===== src/rtl/rs_pkg.sv =====
// Shared types and constants for the integer-ALU reservation station:
// operand/tag widths, ALU opcodes and the stored entry layout.
package rs_pkg;

    localparam int TAG_W  = 5;
    localparam int DATA_W = 32;
    localparam int OP_W   = 4;

    localparam logic [OP_W-1:0] ALU_ADD = 4'd0;
    localparam logic [OP_W-1:0] ALU_SUB = 4'd1;
    localparam logic [OP_W-1:0] ALU_AND = 4'd2;
    localparam logic [OP_W-1:0] ALU_OR  = 4'd3;
    localparam logic [OP_W-1:0] ALU_XOR = 4'd4;
    localparam logic [OP_W-1:0] ALU_SLL = 4'd5;
    localparam logic [OP_W-1:0] ALU_SRL = 4'd6;
    localparam logic [OP_W-1:0] ALU_SLT = 4'd7;

    typedef struct packed {
        logic              valid;
        logic [OP_W-1:0]   op;
        logic [TAG_W-1:0]  tag;
        logic              rdy1;
        logic [DATA_W-1:0] val1;
        logic [TAG_W-1:0]  tag1;
        logic              rdy2;
        logic [DATA_W-1:0] val2;
        logic [TAG_W-1:0]  tag2;
    } rs_entry_t;

endpackage


===== src/rtl/reservation_station_if.sv =====
// Dispatch, CDB and issue signals of the reservation station; the station
// itself uses the slave modport, its environment the master modport.
interface reservation_station_if;
    import rs_pkg::*;

    logic              flush;
    logic              dispatch_valid;
    logic [OP_W-1:0]   dispatch_op;
    logic [TAG_W-1:0]  dispatch_tag;
    logic              src1_ready;
    logic [DATA_W-1:0] src1_val;
    logic [TAG_W-1:0]  src1_tag;
    logic              src2_ready;
    logic [DATA_W-1:0] src2_val;
    logic [TAG_W-1:0]  src2_tag;
    logic              rs_full;
    logic              cdb_valid;
    logic [TAG_W-1:0]  cdb_tag;
    logic [DATA_W-1:0] cdb_val;
    logic              issue_valid;
    logic [OP_W-1:0]   issue_op;
    logic [TAG_W-1:0]  issue_tag;
    logic [DATA_W-1:0] issue_src1;
    logic [DATA_W-1:0] issue_src2;
    logic              issue_ready;

    modport master (
        output flush, dispatch_valid, dispatch_op, dispatch_tag,
               src1_ready, src1_val, src1_tag, src2_ready, src2_val, src2_tag,
               cdb_valid, cdb_tag, cdb_val, issue_ready,
        input  rs_full, issue_valid, issue_op, issue_tag, issue_src1, issue_src2
    );

    modport slave (
        input  flush, dispatch_valid, dispatch_op, dispatch_tag,
               src1_ready, src1_val, src1_tag, src2_ready, src2_val, src2_tag,
               cdb_valid, cdb_tag, cdb_val, issue_ready,
        output rs_full, issue_valid, issue_op, issue_tag, issue_src1, issue_src2
    );

endinterface


===== src/rtl/rs_priority_enc.sv =====
// Lowest-set-bit encoder: reports whether any request bit is set and the
// index of the lowest one.
module rs_priority_enc #(
  parameter int DEPTH = 4,
  parameter int IDX_W = 2
) (
  input  logic [DEPTH-1:0] req,
  output logic             found,
  output logic [IDX_W-1:0] idx
);

  // Scan high-to-low so the lowest set bit is written last and wins
  always_comb begin
    found = |req;
    idx   = '0;
    for (int i = DEPTH - 1; i >= 0; i--) begin
      idx = req[i] ? IDX_W'(i) : idx;
    end
  end

endmodule


===== src/rtl/reservation_station.sv =====
// Reservation station: holds dispatched ALU ops until both operands are
// captured (at dispatch, by same-cycle CDB bypass or by later wakeup).
module reservation_station
  import rs_pkg::*;
#(
  parameter int DEPTH = 4
) (
  input  logic                  clk,
  input  logic                  rst,
  reservation_station_if.slave  bus
);

  localparam int IDX_W = (DEPTH > 1) ? $clog2(DEPTH) : 1;

  rs_entry_t        entries_r [DEPTH];
  rs_entry_t        new_entry_s;
  logic [DEPTH-1:0] valid_vec_s;
  logic [DEPTH-1:0] ready_vec_s;
  logic             free_found_s;
  logic             ready_found_s;
  logic [IDX_W-1:0] free_idx_s;
  logic [IDX_W-1:0] ready_idx_s;
  logic             dispatch_fire_s;
  logic             issue_fire_s;

  // Occupancy and issue eligibility of every entry
  always_comb begin
    valid_vec_s = '0;
    ready_vec_s = '0;
    for (int i = 0; i < DEPTH; i++) begin
      valid_vec_s[i] = entries_r[i].valid;
      ready_vec_s[i] = entries_r[i].valid & entries_r[i].rdy1 & entries_r[i].rdy2;
    end
  end

  rs_priority_enc #(.DEPTH(DEPTH), .IDX_W(IDX_W)) u_free_enc (
    .req   (~valid_vec_s),
    .found (free_found_s),
    .idx   (free_idx_s)
  );

  rs_priority_enc #(.DEPTH(DEPTH), .IDX_W(IDX_W)) u_ready_enc (
    .req   (ready_vec_s),
    .found (ready_found_s),
    .idx   (ready_idx_s)
  );

  assign bus.rs_full     = &valid_vec_s;
  assign dispatch_fire_s = bus.dispatch_valid && free_found_s && !bus.flush;
  assign issue_fire_s    = ready_found_s && bus.issue_ready;

  // Issue port mirrors the selected entry and reads zero when nothing is ready
  always_comb begin
    if (ready_found_s) begin
      bus.issue_valid = 1'b1;
      bus.issue_op    = entries_r[ready_idx_s].op;
      bus.issue_tag   = entries_r[ready_idx_s].tag;
      bus.issue_src1  = entries_r[ready_idx_s].val1;
      bus.issue_src2  = entries_r[ready_idx_s].val2;
    end else begin
      bus.issue_valid = 1'b0;
      bus.issue_op    = '0;
      bus.issue_tag   = '0;
      bus.issue_src1  = '0;
      bus.issue_src2  = '0;
    end
  end

  // Incoming entry, with each operand optionally bypassed from the CDB
  always_comb begin
    new_entry_s       = '0;
    new_entry_s.valid = 1'b1;
    new_entry_s.op    = bus.dispatch_op;
    new_entry_s.tag   = bus.dispatch_tag;
    new_entry_s.tag1  = bus.src1_tag;
    new_entry_s.tag2  = bus.src2_tag;
    if (bus.src1_ready) begin
      new_entry_s.rdy1 = 1'b1;
      new_entry_s.val1 = bus.src1_val;
    end else if (bus.cdb_valid && (bus.cdb_tag == bus.src1_tag)) begin
      new_entry_s.rdy1 = 1'b1;
      new_entry_s.val1 = bus.cdb_val;
    end else begin
      new_entry_s.rdy1 = 1'b0;
      new_entry_s.val1 = bus.src1_val;
    end
    if (bus.src2_ready) begin
      new_entry_s.rdy2 = 1'b1;
      new_entry_s.val2 = bus.src2_val;
    end else if (bus.cdb_valid && (bus.cdb_tag == bus.src2_tag)) begin
      new_entry_s.rdy2 = 1'b1;
      new_entry_s.val2 = bus.cdb_val;
    end else begin
      new_entry_s.rdy2 = 1'b0;
      new_entry_s.val2 = bus.src2_val;
    end
  end

  // Entry storage: reset/flush clear all; else dispatch, issue-free or wakeup
  always_ff @(posedge clk) begin
    if (rst || bus.flush) begin
      for (int i = 0; i < DEPTH; i++) begin
        entries_r[i] <= '0;
      end
    end else begin
      for (int i = 0; i < DEPTH; i++) begin
        if (dispatch_fire_s && (free_idx_s == IDX_W'(i))) begin
          entries_r[i] <= new_entry_s;
        end else if (issue_fire_s && (ready_idx_s == IDX_W'(i))) begin
          entries_r[i].valid <= 1'b0;
        end else if (entries_r[i].valid && bus.cdb_valid) begin
          if (!entries_r[i].rdy1 && (entries_r[i].tag1 == bus.cdb_tag)) begin
            entries_r[i].rdy1 <= 1'b1;
            entries_r[i].val1 <= bus.cdb_val;
          end
          if (!entries_r[i].rdy2 && (entries_r[i].tag2 == bus.cdb_tag)) begin
            entries_r[i].rdy2 <= 1'b1;
            entries_r[i].val2 <= bus.cdb_val;
          end
        end
      end
    end
  end

endmodule


===== src/flat_wrapper.sv =====
// flat-port wrapper written by rule: the top's interface ports become plain ports
module reservation_station_flat import rs_pkg::*;
#(
  parameter int DEPTH = 4
)
  (clk, rst, bus_flush, bus_dispatch_valid, bus_dispatch_op, bus_dispatch_tag, bus_src1_ready, bus_src1_val, bus_src1_tag, bus_src2_ready, bus_src2_val, bus_src2_tag, bus_cdb_valid, bus_cdb_tag, bus_cdb_val, bus_issue_ready, bus_rs_full, bus_issue_valid, bus_issue_op, bus_issue_tag, bus_issue_src1, bus_issue_src2);
  reservation_station_if bus_i ();
  input  logic clk;
  input  logic rst;
  input wire logic [$bits(bus_i.flush)-1:0] bus_flush;
  input wire logic [$bits(bus_i.dispatch_valid)-1:0] bus_dispatch_valid;
  input wire logic [$bits(bus_i.dispatch_op)-1:0] bus_dispatch_op;
  input wire logic [$bits(bus_i.dispatch_tag)-1:0] bus_dispatch_tag;
  input wire logic [$bits(bus_i.src1_ready)-1:0] bus_src1_ready;
  input wire logic [$bits(bus_i.src1_val)-1:0] bus_src1_val;
  input wire logic [$bits(bus_i.src1_tag)-1:0] bus_src1_tag;
  input wire logic [$bits(bus_i.src2_ready)-1:0] bus_src2_ready;
  input wire logic [$bits(bus_i.src2_val)-1:0] bus_src2_val;
  input wire logic [$bits(bus_i.src2_tag)-1:0] bus_src2_tag;
  input wire logic [$bits(bus_i.cdb_valid)-1:0] bus_cdb_valid;
  input wire logic [$bits(bus_i.cdb_tag)-1:0] bus_cdb_tag;
  input wire logic [$bits(bus_i.cdb_val)-1:0] bus_cdb_val;
  input wire logic [$bits(bus_i.issue_ready)-1:0] bus_issue_ready;
  output wire logic [$bits(bus_i.rs_full)-1:0] bus_rs_full;
  output wire logic [$bits(bus_i.issue_valid)-1:0] bus_issue_valid;
  output wire logic [$bits(bus_i.issue_op)-1:0] bus_issue_op;
  output wire logic [$bits(bus_i.issue_tag)-1:0] bus_issue_tag;
  output wire logic [$bits(bus_i.issue_src1)-1:0] bus_issue_src1;
  output wire logic [$bits(bus_i.issue_src2)-1:0] bus_issue_src2;
  assign bus_i.flush = bus_flush;
  assign bus_i.dispatch_valid = bus_dispatch_valid;
  assign bus_i.dispatch_op = bus_dispatch_op;
  assign bus_i.dispatch_tag = bus_dispatch_tag;
  assign bus_i.src1_ready = bus_src1_ready;
  assign bus_i.src1_val = bus_src1_val;
  assign bus_i.src1_tag = bus_src1_tag;
  assign bus_i.src2_ready = bus_src2_ready;
  assign bus_i.src2_val = bus_src2_val;
  assign bus_i.src2_tag = bus_src2_tag;
  assign bus_i.cdb_valid = bus_cdb_valid;
  assign bus_i.cdb_tag = bus_cdb_tag;
  assign bus_i.cdb_val = bus_cdb_val;
  assign bus_i.issue_ready = bus_issue_ready;
  assign bus_rs_full = bus_i.rs_full;
  assign bus_issue_valid = bus_i.issue_valid;
  assign bus_issue_op = bus_i.issue_op;
  assign bus_issue_tag = bus_i.issue_tag;
  assign bus_issue_src1 = bus_i.issue_src1;
  assign bus_issue_src2 = bus_i.issue_src2;
  reservation_station #(.DEPTH(DEPTH)) u_core (.clk(clk), .rst(rst), .bus(bus_i));
endmodule

===== config.mk =====
export PLATFORM = sky130hd
export DESIGN_NAME = reservation_station_flat
export DESIGN_NICKNAME = d
export VERILOG_FILES = /design/src/rtl/rs_pkg.sv /design/src/rtl/reservation_station_if.sv /design/src/rtl/rs_priority_enc.sv /design/src/rtl/reservation_station.sv /design/src/flat_wrapper.sv
export SDC_FILE = /design/constraint.sdc
export NUM_CORES = 1
export LEC_CHECK = 0
export ABC_AREA = 1
export BUFFER_PORTS_ARGS = -buffer_cell sky130_fd_sc_hd__buf_2
export CAP_MARGIN = 20
export CORE_MARGIN = 2
export CORE_UTILIZATION = 34
export CTS_CLUSTER_DIAMETER = 40
export DETAILED_ROUTE_END_ITERATION = 12
export HOLD_SLACK_MARGIN = 0.08
export PLACE_DENSITY = 0.59
export SYNTH_ARGS = -nofsm -noshare
export SYNTH_HDL_FRONTEND = slang
export SYNTH_SLANG_ARGS = --single-unit

===== constraint.sdc =====
create_clock -name clk -period 5.4 [get_ports clk]
set_clock_uncertainty 0.1 [all_clocks]
set_input_delay 0.81 -clock clk [delete_from_list [all_inputs] [get_ports clk]]
set_output_delay 0.81 -clock clk [all_outputs]
set_load 0.05 [all_outputs]

## Word-level counts from Yosys, hierarchy flattened

Memories as Yosys holds them, arrays and structs flattened.
Index checks and enable logic that the tools add are counted.

- Latch bits: 0
- Bits in read-only memories: 0
- Input bits: 128
- Memories: 1
- Output and inout port bits: 75
- Flip-flop bits (word level): 0
- RAM bits: 344
- Logic and storage cells: 209

- Equal/unequal tests: 16
- Divide/modulo/power cells: 0
- Multipliers: 0
- Order comparisons: 0
- Mux-type cells: 119
- $add $sub $neg: 0
- Reductions and logical operators: 40
- Bitwise logic cells: 33
- Shift-type cells: 0

Memory list:

| name | words | width | read ports | clocked after Yosys merged registers in | write ports | RTL line | source |
|---|---|---|---|---|---|---|---|
| u_core.entries_r | 4 | 86 | 5 | 0 | 4 | reservation_station.sv:15 | `rs_entry_t entries_r [DEPTH];` |

Operator list:

| operator | number |
|---|---|
| $mux W86 | 4 |
| $mux W32 | 10 |
| $mux W33 | 4 |
| $mux W1 | 91 |
| $eq A5 B5 Y1 | 10 |
| $logic_and A1 B1 Y1 | 25 |
| $or A1 B1 Y1 | 24 |
| $mux W2 | 8 |
| $logic_not A1 Y1 | 9 |
| $and A1 B1 Y1 | 8 |
| $eq A2 B2 Y1 const B | 4 |
| $reduce_or A4 Y1 | 2 |
| $mux W5 | 1 |
| $eq A2 B1 Y1 const B | 2 |
| $logic_not A2 Y1 | 2 |
| $mux W4 | 1 |
| $not A4 Y4 | 1 |
| $reduce_and A4 Y1 | 1 |
| $logic_or A1 B1 Y1 | 1 |

## Depth between registers and ports, before layout

Gate-level depths: netlist of run 1.
An unclocked memory read counts as a cell.

- Word-level depth: 14
- Depth in mapped cells: 12
- Gate-level depth less buffers: 10

## Cells and area by module

Synthesis of run 1 repeated with hierarchy kept, for this count alone.

- Cells, all modules: 2141
- Area, all modules: 19263.5 um^2

By module, submodules not included:

| module | sequential area each (um^2) | area an instance (um^2) | cells an instance | instances |
|---|---|---|---|---|
| reservation_station | 10329.9 | 19190.9 | 2125 | 1 |
| rs_priority_enc | 0.0 | 36.3 | 8 | 2 |

## Worst setup path before layout of run 1

Ideal clock, no wire load.

- Path kind: input to register
- Start: input bus_flush
- End: memory u_core.entries_r[1][10] in the netlist's numbering, enable pin
- Data required time: 4729 ps
- Library setup time: 571 ps
- Buffers on the path: 1
- Arrival time: 2662 ps
- Setup slack: 2068 ps
- Stages on the path: 9
- Path through: inv_2 -> nand2_2 -> nor2_2 -> nand2_2 -> nand2_1 -> nor2_2 -> buf_4 -> nand2_1 -> nand3_1

RTL lines:

| what | RTL line | source |
|---|---|---|
| from (decl) | flat_wrapper.sv:10 | `input wire logic [$bits(bus_i.flush)-1:0] bus_flush;` |
| to (decl) | reservation_station.sv:15 |  |

==> run summary, run 1 <==
Status -> finished, final reports clean
Post-CTS Hold Buffers -> 0
Sequential share of the synthesized area -> 49.4%
Setup crit end kind -> output pin
Die Wd -> 252 µm
Final setup fails -> 0
R2r setup slk -> 1.94 ns
Leakage power -> 0.0112 µW
RSZ-0062 raised after global routing -> no
Worst skew pair latency -> 0.60 ns
Flops & latches, synth -> 344
Starting Density -> 34.5%
Post-synth ARST share -> 0%
Netlist Area Pre-Place -> 20900 µm²
Wire per inst -> 22.7 µm
Fill cells -> 6136
First-pass detailed-route iteration total -> 6
Post-Route WL -> 80700 µm
Row count -> 90
Num CTS Buffers -> 57
Tightest Pin Transition -> 1.16 ns
Largest registers -> u_core.entries_r: 344 flops
Vias in the first global route -> 19000
Synth top area share -> 49.4%
Synthesized net count -> 2747
Die Ht -> 252 µm
Number of port buffers -> 202
Worst VDD drop -> 0.000203 V
Setup TNS -> 0 ns
Top_reg_cell synth -> edfxtp_1
Worst Path Arrival -> 3.99 ns
Worst Hold Path EP -> u_core.entries_r[1][78]$_SDFFCE_PN0P_
Yosys warnings -> 0
Total I/O pin count -> 203
Design Power -> 7400 µW
Setup Buffers After CTS -> 0
Hold Crit Start -> bus_dispatch_tag[2]
Synth-to-layout area growth -> 15.9%
Largest register FFs -> 344
Worst rel slew slack -> 22.8%
P per Cell Area -> 305 nW/µm²
Hold Fails Final Rpt -> 0
Initial antenna violation count -> 7
Top cells by area, synth -> edfxtp_1 49%, nand3_1 17%, nand2_1 10%, inv_1 6.3%, nand4_1 3.0%
Gp weighted congestion -> 0.888
Worst r2r dst -> u_core.entries_r[2][52]$_SDFFCE_PN0P_
Clock slew at reported path FFs -> 0.06 ns
Max-slew violations -> 0
Antenna viol nets, final -> 0
Most frequent cell after synthesis -> nand3_1
Post-synth top cells -> 718 x nand3_1, 557 x nand2_1, 352 x inv_1, 344 x edfxtp_1
Post-synth EDFFs -> 344
R2R cell count -> 9
Largest Register -> u_core.entries_r
Min cycle time layout -> 4.90 ns
Worst r2r src -> u_core.entries_r[0][85]$_SDFFCE_PN0P_
Post-detail-place hpwl -> 48700 µm
Hold/Removal Path Class -> primary input to register
Crit Path Category -> register to output pin
Post-synth top area cell -> edfxtp_1
Fin crit share -> 90.7%
Vias per cell -> 5.50
Max Root-Sink Buffers -> 3
# nets final -> 2844
Gr ovfl total -> 0
CTS tree -> yes
Root Buffer -> clkbuf_16
Critical Path Source Type -> register
First-pass GRT wire length -> 118000 µm
Initial DRC Count -> 2339
Gr usage total -> 24.7%
Die area -> 63500 µm²
Hold path depth -> 3
Achievable Freq -> 204 MHz
Max cap viols -> 0
Area of the multi-input gates -> 8210 µm²
# DRC -> 0
Synth cell types -> 34
Post_cts resized -> 0
Syn Inst Count -> 2619
# H-tree levels -> 2
Pin count of the biggest net entering global routing -> 74
Vias -> 19500
Core area -> 60600 µm²
Number of clock sinks -> 344
CP required -> 4.49 ns
Critical Path Fanout Max -> 30
Sequential Area -> 10300 µm²
Syn avg cell area -> 7.98 µm²
Share of layout cells above drive strength 1 -> 16.8%
layout make-up:
type                    instances  area share, %
flip-flops and latches        344           42.6
multi-input cells            1693           33.9
clock buffers                  65           6.10
repair buffers                252           5.82
inverters                     368           5.70
well taps                     782           4.04
clock inverters                42           1.84
diodes                          2         0.0206
kinds of logic after synthesis:
| group | synth area share (%) |
|---|---|
| compound gates | 2.21 |
| xor+xnor | 1.05 |
| buf+inv | 11.8 |
| flops | 49.4 |
| simple gates | 35.5 |
power by group:
| part | leakage, µW | internal [µW] | switching (µW) |
|---|---|---|---|
| Clock | 0.000939 | 2340 | 1350 |
| Combinational | 0.00643 | 146 | 458 |
| Sequential | 0.00384 | 3060 | 39.9 |
| Total | 0.0112 | 5550 | 1850 |
worst max path at each step:
stage	cells after the start	slack [ns]	from	endpoint
2_1_floorplan	9	2.07	bus_flush	u_core.entries_r[1][10]$_SDFFCE_PN0P_
3_3_place_gp	8	1.34	bus_flush	u_core.entries_r[3][16]$_DFFE_PP_
3_5_place_dp	8	1.30	u_core.entries_r[0][85]$_SDFFCE_PN0P_	bus_issue_src1[24]
4_1_cts	8	0.64	u_core.entries_r[0][85]$_SDFFCE_PN0P_	bus_issue_src1[24]
5_1_grt	8	0.42	u_core.entries_r[0][85]$_SDFFCE_PN0P_	bus_issue_src1[24]
6_report	8	0.50	u_core.entries_r[0][85]$_SDFFCE_PN0P_	bus_issue_src1[24]
per-layer routing:
| metal | track usage, % | vias to the layer above | wire (µm) |
|---|---|---|---|
| li1 | - | 8913 | - |
| met1 | 31.3 | 9160 | 31000 |
| met2 | 40.3 | 1232 | 37700 |
| met3 | 6.01 | 203 | 8830 |
| met4 | 10.4 | 8 | 3110 |
| met5 | 0 | - | 52 |
through the flow:
step / instance area, µm² / setup slack [ns] / hold WS [ns] / utilization (%) / std cells
2_1_floorplan: 20900 / 2.07 / 0.655 / - / 2619
4_1_cts: 24200 / 0.642 / 0.440 / 40.0 / 3546
6_report: 24200 / 0.501 / 0.453 / 40.0 / 3548
5_1_grt: 24200 / 0.422 / 0.473 / 40.0 / 3546
3_3_place_gp: 22300 / 1.34 / 0.746 / 36.8 / 3438
3_5_place_dp: 22300 / 1.30 / 0.760 / 36.8 / 3439
critical path: stages, from the launching register on:
cell and delay (ns):
edfxtp_1 0.43, nand3_2 0.15, nand2_1 0.18, inv_2 0.28, nand2_2 0.84, buf_4 0.49
nand3_1 0.14, a21oi_1 0.48, buf_2 0.37
cells in the final DEF (no fill, tap or decap), drive strengths merged:
cell type and instances:
and2 1, xor2 10, o22ai 1, clkinv 28
xnor2 15, o21bai 1, diode 2, nand3 721
nor2 123, nand2b 3, nand3b 3, o21ai 11
edfxtp 344, clkinvlp 3, inv 371, buf 252
clkbuf 65, or2 7, bufinv 8, nand2 619
nor3 1, nand4 100, a21oi 77
Note: power is estimated with default switching activity, not from simulation.
==> run 2: changes to the inputs <==
GPL_TIMING_DRIVEN = 0   (was default)
==> run 2 against run 1 <==
Compared with the run above: final area is 4.3% higher; non-clock buffer count is 137 higher; worst setup slack better by 0.50 ns; first-iteration DRC count is 15% higher; clock power is 17% higher; critical endpoint is now bus_issue_src1[22]; largest power group unchanged; highest routed layer unchanged.
==> run summary, run 2 (synthesized netlist as in run 1, its figures left out) <==
Gp weighted congestion -> 0.942
Vias -> 20000
Max cap viols -> 0
Synth-to-layout area growth -> 20.9%
Area of the multi-input gates -> 8140 µm²
Gr usage total -> 24.6%
First-pass GRT wire length -> 116000 µm
Most common cell after layout, fill and taps aside -> nand3_1
Combinational share of power -> 7.8%
P per Cell Area -> 318 nW/µm²
Core area -> 60600 µm²
Worst VDD drop -> 0.000209 V
Status -> finished, final reports clean
Initial DRC Count -> 2690
Share of layout cells above drive strength 1 -> 18.3%
Hold path depth -> 3
Largest registers -> u_core.entries_r: 344 flops
Commonest cells after routing, fill and taps aside -> 712 x nand3_1, 555 x nand2_1, 352 x inv_1
Largest register FFs -> 344
Setup TNS -> 0 ns
# H-tree levels -> 3
Antenna viol nets, final -> 0
Number of clock sinks -> 344
CP required -> 4.49 ns
Achievable Freq -> 227 MHz
Vias in the first global route -> 18900
Post-Layout Inst Area -> 25300 µm²
Final setup fails -> 0
Sequential Area -> 10300 µm²
Max-slew violations -> 0
Die Wd -> 252 µm
Crit Path Category -> register to output pin
Hold Fails Final Rpt -> 0
First-pass detailed-route iteration total -> 7
Worst rel slew slack -> 29.7%
Wire per inst -> 21.5 µm
Critical Path Fanout Max -> 10
Hold Slack -> 0.458 ns
RSZ-0062 raised after global routing -> no
M1 GR Usage -> 32.1%
Finished Core Util -> 41.7%
Post-Route WL -> 79700 µm
Number of port buffers -> 165
Internal power -> 6030 µW
CP Cell Sequence -> nand3_1, nand2_1, nor2_1, clkbuf_1, clkbuf_1, a21oi_1, buf_2
Critical Path Source Type -> register
Placed cell count -> 3575
Post-detail-place hpwl -> 56600 µm
Leakage power -> 0.0118 µW
Gr ovfl total -> 0
Root Buffer -> clkbuf_16
Die area -> 63500 µm²
Switching Share -> 25.1%
Hold/Removal Path Class -> primary input to register
Post-DP Area -> 22900 µm²
Switching power -> 2030 µW
CTS tree -> yes
Starting Density -> 34.5%
# nets final -> 2991
Vias per cell -> 5.41
Tightest Pin Transition -> 1.05 ns
Crit path largest cell delay -> 0.75 ns
Largest Register -> u_core.entries_r
Final std cells w/o fill -> 3699
Fin crit share -> 81.5%
GRT busiest layer -> met2
Setup Buffers After CTS -> 0
# DRC -> 0
Die Ht -> 252 µm
Top cell by count, worst path -> clkbuf_1
Slowest-stage cell, CP -> clkbuf_1
Worst skew pair latency -> 0.61 ns
Initial antenna violation count -> 4
Total I/O pin count -> 203
Share of total power in sequential cells -> 38.5%
Setup crit end kind -> output pin
Pin count of the biggest net entering global routing -> 33
Global Route met2 Usage -> 38.8%
Post_cts resized -> 0
Post-CTS Hold Buffers -> 0
Met3 GRT Util -> 6.07%
Num CTS Buffers -> 67
Clock Power Share -> 53.7%
Worst Path Arrival -> 3.49 ns
Min cycle time layout -> 4.40 ns
R2R cell count -> 9
Row count -> 90
Clock slew at reported path FFs -> 0.05 ns
Max Root-Sink Buffers -> 3
Fill cells -> 6203
-- run 2: path summary, 6_finish.rpt --
check                                          end                             startpoint  slack [ns]
min           u_core.entries_r[0][0]$_SDFFCE_PN0P_                        bus_src2_tag[0]        0.46
max reg2reg  u_core.entries_r[0][57]$_SDFFCE_PN0P_  u_core.entries_r[1][85]$_SDFFCE_PN0P_        1.98
min reg2reg  u_core.entries_r[0][43]$_SDFFCE_PN0P_  u_core.entries_r[0][38]$_SDFFCE_PN0P_        0.73
max                             bus_issue_src1[22]  u_core.entries_r[2][85]$_SDFFCE_PN0P_         1.0
-- run 2: area by class of cell --
| cell class | count | share of cell area [%] |
|---|---|---|
| Antenna cell | 1 | 0.00989 |
| Tap cell | 782 | 3.87 |
| Buffer | 214 | 4.33 |
| Multi-Input combinational cell | 1693 | 32.2 |
| Sequential cell | 344 | 40.8 |
| Timing Repair Buffer | 175 | 4.15 |
| Clock buffer | 76 | 6.93 |
| Clock inverter | 46 | 2.23 |
| Inverter | 368 | 5.46 |
-- run 2: power by group through the flow --
stage | Combinational [µW] | Sequential [µW] | Clock, µW
5_1_grt | 669 | 3110 | 4460
6_report | 624 | 3100 | 4330
4_1_cts | 609 | 3100 | 4330
3_3_place_gp | 582 | 3160 | 0
2_1_floorplan | 365 | 3150 | 0
3_5_place_dp | 606 | 3150 | 0
-- run 2: per-layer routing --
metal	part of all wire, %	up-vias
li1	-	9231
met1	39	9335
met2	45	1190
met3	11	236
met4	4.5	4
met5	0.031	-
-- run 2: critical path: cells and delay by family, from the launching register on --
family | cells | cell delay (ns)
AO/OA/AOI/OAI | 1 | 0.29
buffers and inverters | 3 | 1.66
flip-flops | 1 | 0.48
AND/OR/NAND/NOR | 3 | 0.43
-- run 2: metrics by stage --
stage                     power (µW)  setup WS (ns)
final                           8050          0.999
after global routing            8240          0.961
after CTS                       8040           1.12
after detailed placement        3760           1.34
after global placement          3740          0.282
after floorplan                 3510           2.07
==> run 3: changes to the inputs <==
PLACE_DENSITY = 0.61   (was 0.59)
clock period = 3.6 ns   (was 5.4 ns; I/O delays follow)
==> run 3 against run 2 <==
Compared with the run above: non-clock buffer count down 1; largest power group unchanged; sequential power up 50%; critical endpoint is now bus_issue_src1[24]; critical path type unchanged; utilization down 0.12 points; the run now ends with negative setup slack left.
==> run summary, run 3 (synthesized netlist as in run 1, its figures left out) <==
CTS tree -> yes
Largest Register -> u_core.entries_r
# nets final -> 2989
Wire per inst -> 21.6 µm
Starting Density -> 34.5%
Root Buffer -> clkbuf_16
# DRC -> 0
Top cell by count, worst path -> nand3_1
Status -> complete, but fails checks
Area of the multi-input gates -> 8180 µm²
Post-detail-place hpwl -> 56700 µm
Gp weighted congestion -> 0.927
Tightest Pin Transition -> 1.01 ns
Antenna viol nets, final -> 0
Max cap viols -> 0
Hold path depth -> 3
# H-tree levels -> 3
Final setup fails -> 1
Hold Slack -> 0.195 ns
Worst setup margin -> -0.00437 ns
CP Cell Sequence -> nand3_1, nand2b_1, buf_2, clkbuf_2, nand3_1, nand3_1, a21oi_1, clkbuf_4
Design Power -> 11700 µW
Largest registers -> u_core.entries_r: 344 flops
P per Cell Area -> 464 nW/µm²
Setup WS pre-CTS -> -0.210 ns
Largest register FFs -> 344
Number of port buffers -> 165
Fill cells -> 6159
Max-slew violations -> 0
Achievable Freq -> 277 MHz
First-pass detailed-route iteration total -> 6
Gr usage total -> 24.5%
Post-DP Area -> 22900 µm²
Worst rel slew slack -> 32.7%
Core area -> 60600 µm²
Fin crit share -> 100%
Clock slew at reported path FFs -> 0.05 ns
Vias -> 20000
Post-Route WL -> 79700 µm
Die Ht -> 252 µm
Number of clock sinks -> 344
Share of layout cells above drive strength 1 -> 19.0%
Gr ovfl total -> 0
Total I/O pin count -> 203
Commonest cells after routing, fill and taps aside -> 712 x nand3_1, 553 x nand2_1, 352 x inv_1
Hold Fails Final Rpt -> 0
Row count -> 90
Crit path largest cell delay -> 0.50 ns
Num CTS Buffers -> 66
Worst skew pair latency -> 0.60 ns
First-pass GRT wire length -> 116000 µm
Min cycle time layout -> 3.60 ns
CP required -> 2.96 ns
RSZ-0062 raised after global routing -> no
Max Root-Sink Buffers -> 3
Setup crit end kind -> output pin
Most common cell after layout, fill and taps aside -> nand3_1
Pin count of the biggest net entering global routing -> 34
Violated checks -> negative setup slack
Slowest-stage cell, CP -> edfxtp_1
Initial DRC Count -> 2630
Crit Path Category -> register to output pin
R2R cell count -> 10
Synth-to-layout area growth -> 20.6%
Critical Path Source Type -> register
Critical Path Fanout Max -> 10
Post-Layout Inst Area -> 25200 µm²
Leakage power -> 0.0118 µW
Finished Core Util -> 41.6%
Worst Path Arrival -> 2.96 ns
Die area -> 63500 µm²
Vias in the first global route -> 18600
Hold/Removal Path Class -> primary input to register
Initial antenna violation count -> 4
Worst VDD drop -> 0.000300 V
Sequential Area -> 10300 µm²
Vias per cell -> 5.42
Die Wd -> 252 µm
## run 3: report_power, final
group          switching [µW]  internal [µW]  total, µW
Sequential               58.0           4600       4660
Clock                    2280           3820       6100
Combinational             689            249        938
## run 3: per-layer routing
metal	vias up	part of all wire [%]	GRT usage [%]
met5	-	0.029	0
met4	4	4.3	11.0
met3	234	12	4.69
met2	1340	45	39.0
met1	9235	38	32.4
li1	9214	-	-
## run 3: final timing paths
path,start,to,slack [ns]
setup / recovery,u_core.entries_r[1][85]$_SDFFCE_PN0P_,bus_issue_src1[24],-0.004
hold reg to reg,u_core.entries_r[3][38]$_SDFFCE_PN0P_,u_core.entries_r[3][74]$_DFFE_PP_,0.75
setup reg to reg,u_core.entries_r[1][85]$_SDFFCE_PN0P_,u_core.entries_r[3][49]$_DFFE_PP_,0.15
hold / removal,bus_dispatch_tag[2],u_core.entries_r[0][78]$_SDFFCE_PN0P_,0.20
## run 3: area by class of cell
type | instances | area share (%)
tap | 782 | 3.88
timing repair buffer | 174 | 4.18
sequential | 344 | 41.0
multi-input combinational | 1693 | 32.4
buffer | 214 | 4.48
clock buffer | 75 | 6.94
antenna | 1 | 0.00992
clock inverter | 43 | 1.64
inverter | 368 | 5.48
## run 3: through the flow
step	cells	setup TNS, ns
after CTS	3692	0
final	3694	-0.00437
after global placement	3566	-236.49
after floorplan	2619	0
after detailed placement	3574	-4.32
after global routing	3694	0
## run 3: repair_timing
action,in CTS,in global routing
setup endpoints to repair,64,40
gates cloned,0,0
hold buffers,0,0
gates resized for setup,14,35
setup buffers,0,0
pin swaps,0,0
## run 3: worst max-delay path: cells and delay by family (launching register included)
kind                   cells  cell delay, ns
AOI/OAI and AO/OA          1            0.37
buffers and inverters      3            0.92
DFF                        1            0.50
and+or+nand+nor            4            0.59
